**src/rtl/rs_sel_arb_pkg.sv**
```systemverilog
// Shared sizing defaults for the reservation-station select/allocate arbiter.
// Every block that sizes itself to the reservation station imports these.
package rs_sel_arb_pkg;

    localparam int RS_SIZE_DEF   = 16;
    localparam int RS_BIT_DEF    = 4;
    localparam int AF_THRESH_DEF = 2;

endpackage : rs_sel_arb_pkg

```
**src/rtl/rs_sel_arb_rr_find_first.sv**
```systemverilog
// Circular first-set-bit finder: searches req upward from start, wrapping modulo N.
// Purely combinational; N must be a power of two with W = log2(N).
module rr_find_first
    import rs_sel_arb_pkg::*;
#(
    parameter int N = RS_SIZE_DEF,
    parameter int W = RS_BIT_DEF
) (
    input  logic [N-1:0] req,
    input  logic [W-1:0] start,
    output logic         found,
    output logic [W-1:0] idx
);

    logic [N-1:0] rot_s;
    logic [W-1:0] off_s;

    // Rotate so start sits at bit 0, then take the lowest set bit of the rotated vector.
    always_comb begin
        rot_s = '0;
        off_s = '0;
        found = 1'b0;
        for (int i = 0; i < N; i++) begin
            rot_s[i] = req[W'(i) + start];
        end
        for (int i = N - 1; i >= 0; i--) begin
            off_s = rot_s[i] ? W'(i) : off_s;
            found = found | rot_s[i];
        end
        idx = start + off_s;
    end

endmodule : rr_find_first

```
**src/rtl/rs_sel_arb.sv**
```systemverilog
// Reservation-station arbiter: round-robin issue pick plus lowest-free allocation offer.
// All outputs come straight from registers; rdy_in low freezes every register.
module rs_sel_arb
    import rs_sel_arb_pkg::*;
#(
    parameter int RS_SIZE   = RS_SIZE_DEF,
    parameter int RS_BIT    = RS_BIT_DEF,
    parameter int AF_THRESH = AF_THRESH_DEF
) (
    input  logic              clk_in,
    input  logic              rst_in,
    input  logic              rdy_in,
    input  logic              flush_in,
    input  logic [RS_SIZE-1:0] prepared,
    input  logic [RS_SIZE-1:0] busy,
    output logic              issue_valid,
    output logic [RS_BIT-1:0] issue_entry,
    input  logic              issue_ready,
    input  logic              alloc_req,
    output logic              alloc_valid,
    output logic [RS_BIT-1:0] alloc_entry,
    output logic [RS_BIT:0]   free_cnt,
    output logic              full,
    output logic              almost_full
);

    localparam logic [RS_SIZE-1:0] ONE_HOT0 = {{(RS_SIZE-1){1'b0}}, 1'b1};
    localparam logic [RS_BIT-1:0]  IDX_ONE  = {{(RS_BIT-1){1'b0}}, 1'b1};
    localparam logic [RS_BIT+1:0]  SIZE_W   = (RS_BIT+2)'(RS_SIZE);
    localparam logic [RS_BIT+1:0]  AF_W     = (RS_BIT+2)'(AF_THRESH);
    localparam logic [RS_BIT:0]    FREE_RST = SIZE_W[RS_BIT:0];
    localparam logic               AF_RST   = (RS_SIZE <= AF_THRESH) ? 1'b1 : 1'b0;

    function automatic logic [RS_BIT:0] popcount(input logic [RS_SIZE-1:0] v);
        logic [RS_BIT:0] c;
        c = '0;
        for (int i = 0; i < RS_SIZE; i++) begin
            c = c + {{RS_BIT{1'b0}}, v[i]};
        end
        return c;
    endfunction

    logic              issue_valid_r, alloc_valid_r, full_r, almost_full_r;
    logic [RS_BIT-1:0] issue_entry_r, alloc_entry_r, rr_ptr_r;
    logic [RS_BIT:0]   free_cnt_r;

    logic              issue_valid_nxt_s, alloc_valid_nxt_s, full_nxt_s, almost_full_nxt_s;
    logic [RS_BIT-1:0] issue_entry_nxt_s, alloc_entry_nxt_s, rr_ptr_nxt_s;
    logic [RS_BIT:0]   free_cnt_nxt_s, pop_s;
    logic [RS_BIT+1:0] sum_s, dec_s;
    logic              accept_s, take_s;
    logic [RS_SIZE-1:0] iss_req_s, alloc_req_vec_s;
    logic              iss_found_s, alloc_found_s;
    logic [RS_BIT-1:0] iss_idx_s, alloc_idx_s;

    rr_find_first #(.N(RS_SIZE), .W(RS_BIT)) u_issue_find (
        .req   (iss_req_s),
        .start (rr_ptr_r),
        .found (iss_found_s),
        .idx   (iss_idx_s)
    );

    rr_find_first #(.N(RS_SIZE), .W(RS_BIT)) u_alloc_find (
        .req   (alloc_req_vec_s),
        .start ({RS_BIT{1'b0}}),
        .found (alloc_found_s),
        .idx   (alloc_idx_s)
    );

    // Handshakes, search masks and next-state values; flush overrides everything.
    always_comb begin
        accept_s = issue_valid_r && issue_ready && rdy_in;
        take_s   = alloc_req && alloc_valid_r && rdy_in;

        if (accept_s) begin
            iss_req_s = prepared & ~(ONE_HOT0 << issue_entry_r);
        end else begin
            iss_req_s = prepared;
        end
        if (take_s) begin
            alloc_req_vec_s = ~busy & ~(ONE_HOT0 << alloc_entry_r);
        end else begin
            alloc_req_vec_s = ~busy;
        end

        if (!issue_valid_r || accept_s) begin
            issue_valid_nxt_s = iss_found_s;
            issue_entry_nxt_s = iss_found_s ? iss_idx_s : issue_entry_r;
        end else begin
            issue_valid_nxt_s = issue_valid_r;
            issue_entry_nxt_s = issue_entry_r;
        end
        rr_ptr_nxt_s = accept_s ? (issue_entry_r + IDX_ONE) : rr_ptr_r;

        alloc_valid_nxt_s = alloc_found_s;
        alloc_entry_nxt_s = alloc_found_s ? alloc_idx_s : {RS_BIT{1'b0}};

        // Net count change is applied once, then clamped into 0..RS_SIZE.
        pop_s = popcount(~busy);
        sum_s = {1'b0, pop_s} + {{(RS_BIT+1){1'b0}}, accept_s};
        if (take_s && (sum_s == '0)) begin
            dec_s = '0;
        end else begin
            dec_s = sum_s - {{(RS_BIT+1){1'b0}}, take_s};
        end
        if (dec_s > SIZE_W) begin
            free_cnt_nxt_s = FREE_RST;
        end else begin
            free_cnt_nxt_s = dec_s[RS_BIT:0];
        end

        if (flush_in) begin
            issue_valid_nxt_s = 1'b0;
            issue_entry_nxt_s = '0;
            rr_ptr_nxt_s      = '0;
            alloc_valid_nxt_s = 1'b1;
            alloc_entry_nxt_s = '0;
            free_cnt_nxt_s    = FREE_RST;
        end else begin
            rr_ptr_nxt_s = rr_ptr_nxt_s;
        end

        full_nxt_s        = (free_cnt_nxt_s == '0);
        almost_full_nxt_s = ({1'b0, free_cnt_nxt_s} <= AF_W);
    end

    // State registers: async reset, update only while rdy_in is high.
    always_ff @(posedge clk_in or negedge rst_in) begin
        if (!rst_in) begin
            issue_valid_r <= 1'b0;
            issue_entry_r <= '0;
            rr_ptr_r      <= '0;
            alloc_valid_r <= 1'b1;
            alloc_entry_r <= '0;
            free_cnt_r    <= FREE_RST;
            full_r        <= 1'b0;
            almost_full_r <= AF_RST;
        end else if (rdy_in) begin
            issue_valid_r <= issue_valid_nxt_s;
            issue_entry_r <= issue_entry_nxt_s;
            rr_ptr_r      <= rr_ptr_nxt_s;
            alloc_valid_r <= alloc_valid_nxt_s;
            alloc_entry_r <= alloc_entry_nxt_s;
            free_cnt_r    <= free_cnt_nxt_s;
            full_r        <= full_nxt_s;
            almost_full_r <= almost_full_nxt_s;
        end else begin
            issue_valid_r <= issue_valid_r;
            issue_entry_r <= issue_entry_r;
            rr_ptr_r      <= rr_ptr_r;
            alloc_valid_r <= alloc_valid_r;
            alloc_entry_r <= alloc_entry_r;
            free_cnt_r    <= free_cnt_r;
            full_r        <= full_r;
            almost_full_r <= almost_full_r;
        end
    end

    assign issue_valid = issue_valid_r;
    assign issue_entry = issue_entry_r;
    assign alloc_valid = alloc_valid_r;
    assign alloc_entry = alloc_entry_r;
    assign free_cnt    = free_cnt_r;
    assign full        = full_r;
    assign almost_full = almost_full_r;

endmodule : rs_sel_arb

```
**config.mk**
```make
export PLATFORM = sky130hd
export DESIGN_NAME = rs_sel_arb
export DESIGN_NICKNAME = d
export VERILOG_FILES = /design/src/rtl/rs_sel_arb_pkg.sv /design/src/rtl/rs_sel_arb_rr_find_first.sv /design/src/rtl/rs_sel_arb.sv
export SDC_FILE = /design/constraint.sdc
export NUM_CORES = 1
export LEC_CHECK = 0
export CAP_MARGIN = 20
export CORE_MARGIN = 4
export CORE_UTILIZATION = 50
export CTS_CLUSTER_SIZE = 40
export DETAILED_ROUTE_END_ITERATION = 6
export PLACE_DENSITY = 0.79
export SYNTH_ARGS = -nofsm -noshare
export SYNTH_HDL_FRONTEND = slang
export SYNTH_SLANG_ARGS = --single-unit
```
**constraint.sdc**
```tcl
create_clock -name clk_in -period 5.1 [get_ports clk_in]
set_input_delay 1.02 -clock clk_in [delete_from_list [all_inputs] [get_ports clk_in]]
set_output_delay 1.02 -clock clk_in [all_outputs]
set_load 0.03 [all_outputs]
```
==> summary.txt <==
GRT
  – Largest net degree at the start of global routing: 22
  – GRT Util Overall: about a quarter
  – Vias in the first global route: 3446
  – Initial antenna violation count: 0
  – GRT overflow: 0
  – First-pass GRT wire length: between 15000 and 20000 um

Drt
  – Final WL: approximately 10000 um
  – Metal-1 WL: between 4000 and 5000 um
  – DRT iter0 DRCs: 293
  – Metal3 WL: 510 um
  – Mean routed wirelength per cell: between 15 and 20 um
  – WL met2: 5350 um
  – Vias: 3436
  – DR top layer: met4
  – DRC errors left: 0
  – Detail Route Antenna Nets: 0
  – Via density: 5.93
  – Drt pass-1 iters: 5

Timing
  – Max Fclk: between 150 and 200 MHz
  – Clock Skew: between 0.004 and 0.005 ns
  – Unrepaired setup endpoints after global routing: true
  – Slew Limit Fails: 0
  – Final period utilization: 110%
  – Final hold viol count: 0
  – Tmin final: 5.59 ns
  – Setup Viol. Count Final: 7
  – Worst-Margin Slew: 0.933 ns
  – Final worst slack: -0.487 ns
  – Max-slew headroom: roughly 38%

Yosys
  – Synthesized flop and latch total: 21
  – Post-synth top area cell: dfrtp_1
  – Synth top area share: 14.3%
  – Ys Warns: 0
  – Ys async rst share: between 90% and 100%
  – Netlist Area Pre-Place: ~3300 um^2
  – Largest cells by area after synthesis: dfrtp_1 14%, mux4_2 11%, mux2i_1 9.3%
  – Seq/Total Area, Yosys: 15.9%
  – Synth Instances: 382
  – Post-synth top flop: dfrtp_1
  – Net Count, Synth: 454
  – Avg Synthesized Cell Area: 8.72 um^2
  – Post-synth EDFFs: 0
  – Netlist cell types: 59

Clocking
  – CTS tree: yes
  – Clk sinks: 21
  – Buffer depth of the longest clock path: 2
  – Cts hold-fix bufs: 0
  – Clock transition at path regs: 0.08 ns
  – CTS buffer count: 3
  – CTS H-tree lvls: 1
  – Worst-Skew Late Latency: 0.26 ns
  – CTS root buf: clkbuf_8

Critical path
  – Start-to-end type of the worst setup path: in -> reg
  – R2R depth: 18
  – Critical path launch point type: input pin
  – Slowest cell on crit path: fa_1
  – Worst EP required: 5.25 ns
  – Most used cell, CP: fa_1
  – CP cell instances: buf_8 > nand3_4 > fa_1 > inv_2 > fa_1 > fa_1 > fa_1 > fa_2 > inv_2 > fa_2 > and3_4 > xor2_4 > xnor2_2 > nor2_1 > a31oi_1 > or3b_4 > buf_6 > a21oi_2 > o2bb2ai_1
  – Worst R2R Start: issue_valid
  – Worst R2R Setup Slack: -0.06 ns
  – Crit Path Max Fanout: 4
  – Reg-to-Reg End: full
  – Arrival @ worst endpoint: 5.73 ns
  – Setup crit end kind: flip-flop
  – Slowest cell delay on critical path: 0.54 ns

Die
  – CORE AREA: 6420 um^2
  – Core Rows: 29
  – Die extent in y: 89.6 um
  – Top-Level Pins: 55
  – Starting density of the core: 51.9%
  – Chip width: 89.6 um
  – Total die area: approximately 8000 um^2

Final layout
  – Post-Layout Inst Area: about 4700 um^2
  – Commonest non-fill, non-tap cell in the layout: buf_4
  – Final #Nets: 575
  – Leading cell types in the layout, fill and taps excluded: 71 x buf_4, 44 x clkdlybuf4s50_1, 35 x nand2_1, 35 x inv_1, 31 x mux2i_1
  – Layout cells sized above 1: a little under a third
  – Antenna cells: 0
  – Area growth, synth to finish: 41.4%
  – Core Util, Final: 73.3%

Min path
  – HP Start: free_cnt[3]
  – HP Class: reg -> reg
  – Hold Path Depth: 1
  – Hold Path Sink: free_cnt[3]

Pwr
  – P per Cell Area: 373 nW/um^2
  – Max VDD drop: roughly 0.00040 V
  – Leak: 0.00209 uW
  – Pwr Total: 1760 uW

Status
  – Outcome: finished with violations
  – Violated checks: setup timing

Placement
  – RePlAce Congestion: 0.905
  – DP HPWL: 7990 um
  – Dpl cell area: 4440 um^2
  – PortBufs: 54

Flow run
  – Max-cap viol count: 0
metrics by stage:
| step | TNS (ns) | setup WS, ns | std cells | hold WS (ns) |
|---|---|---|---|---|
| finish | -2.44 | -0.487 | 579 | 0.508 |
| floorplan | -1.88 | -0.451 | 382 | 0.581 |
| global route | -3.04 | -0.564 | 579 | 0.514 |
| global placement | -5.95 | -0.877 | 565 | 0.479 |
| detailed placement | -7.50 | -1.03 | 565 | 0.476 |
| CTS | -2.37 | -0.459 | 577 | 0.500 |
per-layer routing:
metal	GRT usage, %	vias up
met3	2.55	8
met4	5.01	0
met5	0	-
met2	44.5	131
li1	-	1637
met1	34.7	1660
final cells by class:
type	count	area [um^2]
well taps	77	96.3
inverters	45	169
flip-flops and latches	21	528
repair buffers	128	1090
clock buffers	4	45.0
fillers	445	1710
multi-input cells	304	2780
state kept, by name (all words and copies together), names as in the netlist:
signal       flops
issue_valid      1
alloc_entry      4
almost_full      1
issue_entry      4
rr_ptr_r         4
full             1
alloc_valid      1
free_cnt         5
logic make-up (layout without fill, tap and decap cells):
| group | after synthesis | after routing | share of synthesized area, % |
|---|---|---|---|
| and+or+nand+nor | 98 | 98 | 14.9 |
| buffers and inverters | 57 | 177 | 6.57 |
| DFF | 21 | 21 | 15.9 |
| AOI/OAI and AO/OA | 98 | 98 | 19.2 |
| adders and majority gates | 34 | 34 | 15.5 |
| muxes | 57 | 57 | 23.5 |
| xor gates and xnor gates | 17 | 17 | 4.47 |
worst max-delay path by stage:
| stage | from | endpoint | slack (ns) | cells past startpoint |
|---|---|---|---|---|
| floorplan | rdy_in | almost_full | -0.45 | 20 |
| global placement | rdy_in | almost_full | -0.88 | 18 |
| detailed placement | rdy_in | almost_full | -1.03 | 18 |
| CTS | rdy_in | almost_full | -0.46 | 18 |
| global route | issue_ready | full | -0.56 | 19 |
| finish | issue_ready | full | -0.49 | 19 |
cells in the mapped netlist, types with 3 or more instances:
cell	number
inv_1	41
nand2_1	35
mux2i_1	31
ha_1	22
nor2_1	22
a21oi_1	19
dfrtp_1	19
o21ai_1	19
mux4_2	16
fa_1	12
xnor2_1	11
nand2b_1	10
o21ai_0	10
mux2_2	9
nand3_1	8
a31oi_1	6
o2bb2ai_1	6
xor2_1	6
a21o_1	5
clkbuf_1	5
o31ai_1	5
o32ai_1	5
buf_2	4
nor3_1	4
buf_1	3
inv_2	3
nor4_1	3
critical path, delay by kind of cell:
kind / cells / cell delay [ns]
and+or+nand+nor: 4 / 0.92
adders and majority gates: 6 / 2.80
AOI/OAI and AO/OA: 3 / 0.30
xor gates and xnor gates: 2 / 0.33
buffers and inverters: 4 / 0.34
timing repair:
action | CTS | global route
setup buffers | 8 | 3
setup endpoints to repair | 8 | 8
gates resized for setup | 60 | 25
pin swaps | 22 | 15
report_power, final:
part           internal (uW)  total, uW  switching (uW)
clock                   55.6        108            52.6
combinational            710       1410             700
sequential               200        240            40.1
No activity file was read; power rests on OpenSTA's default activity.
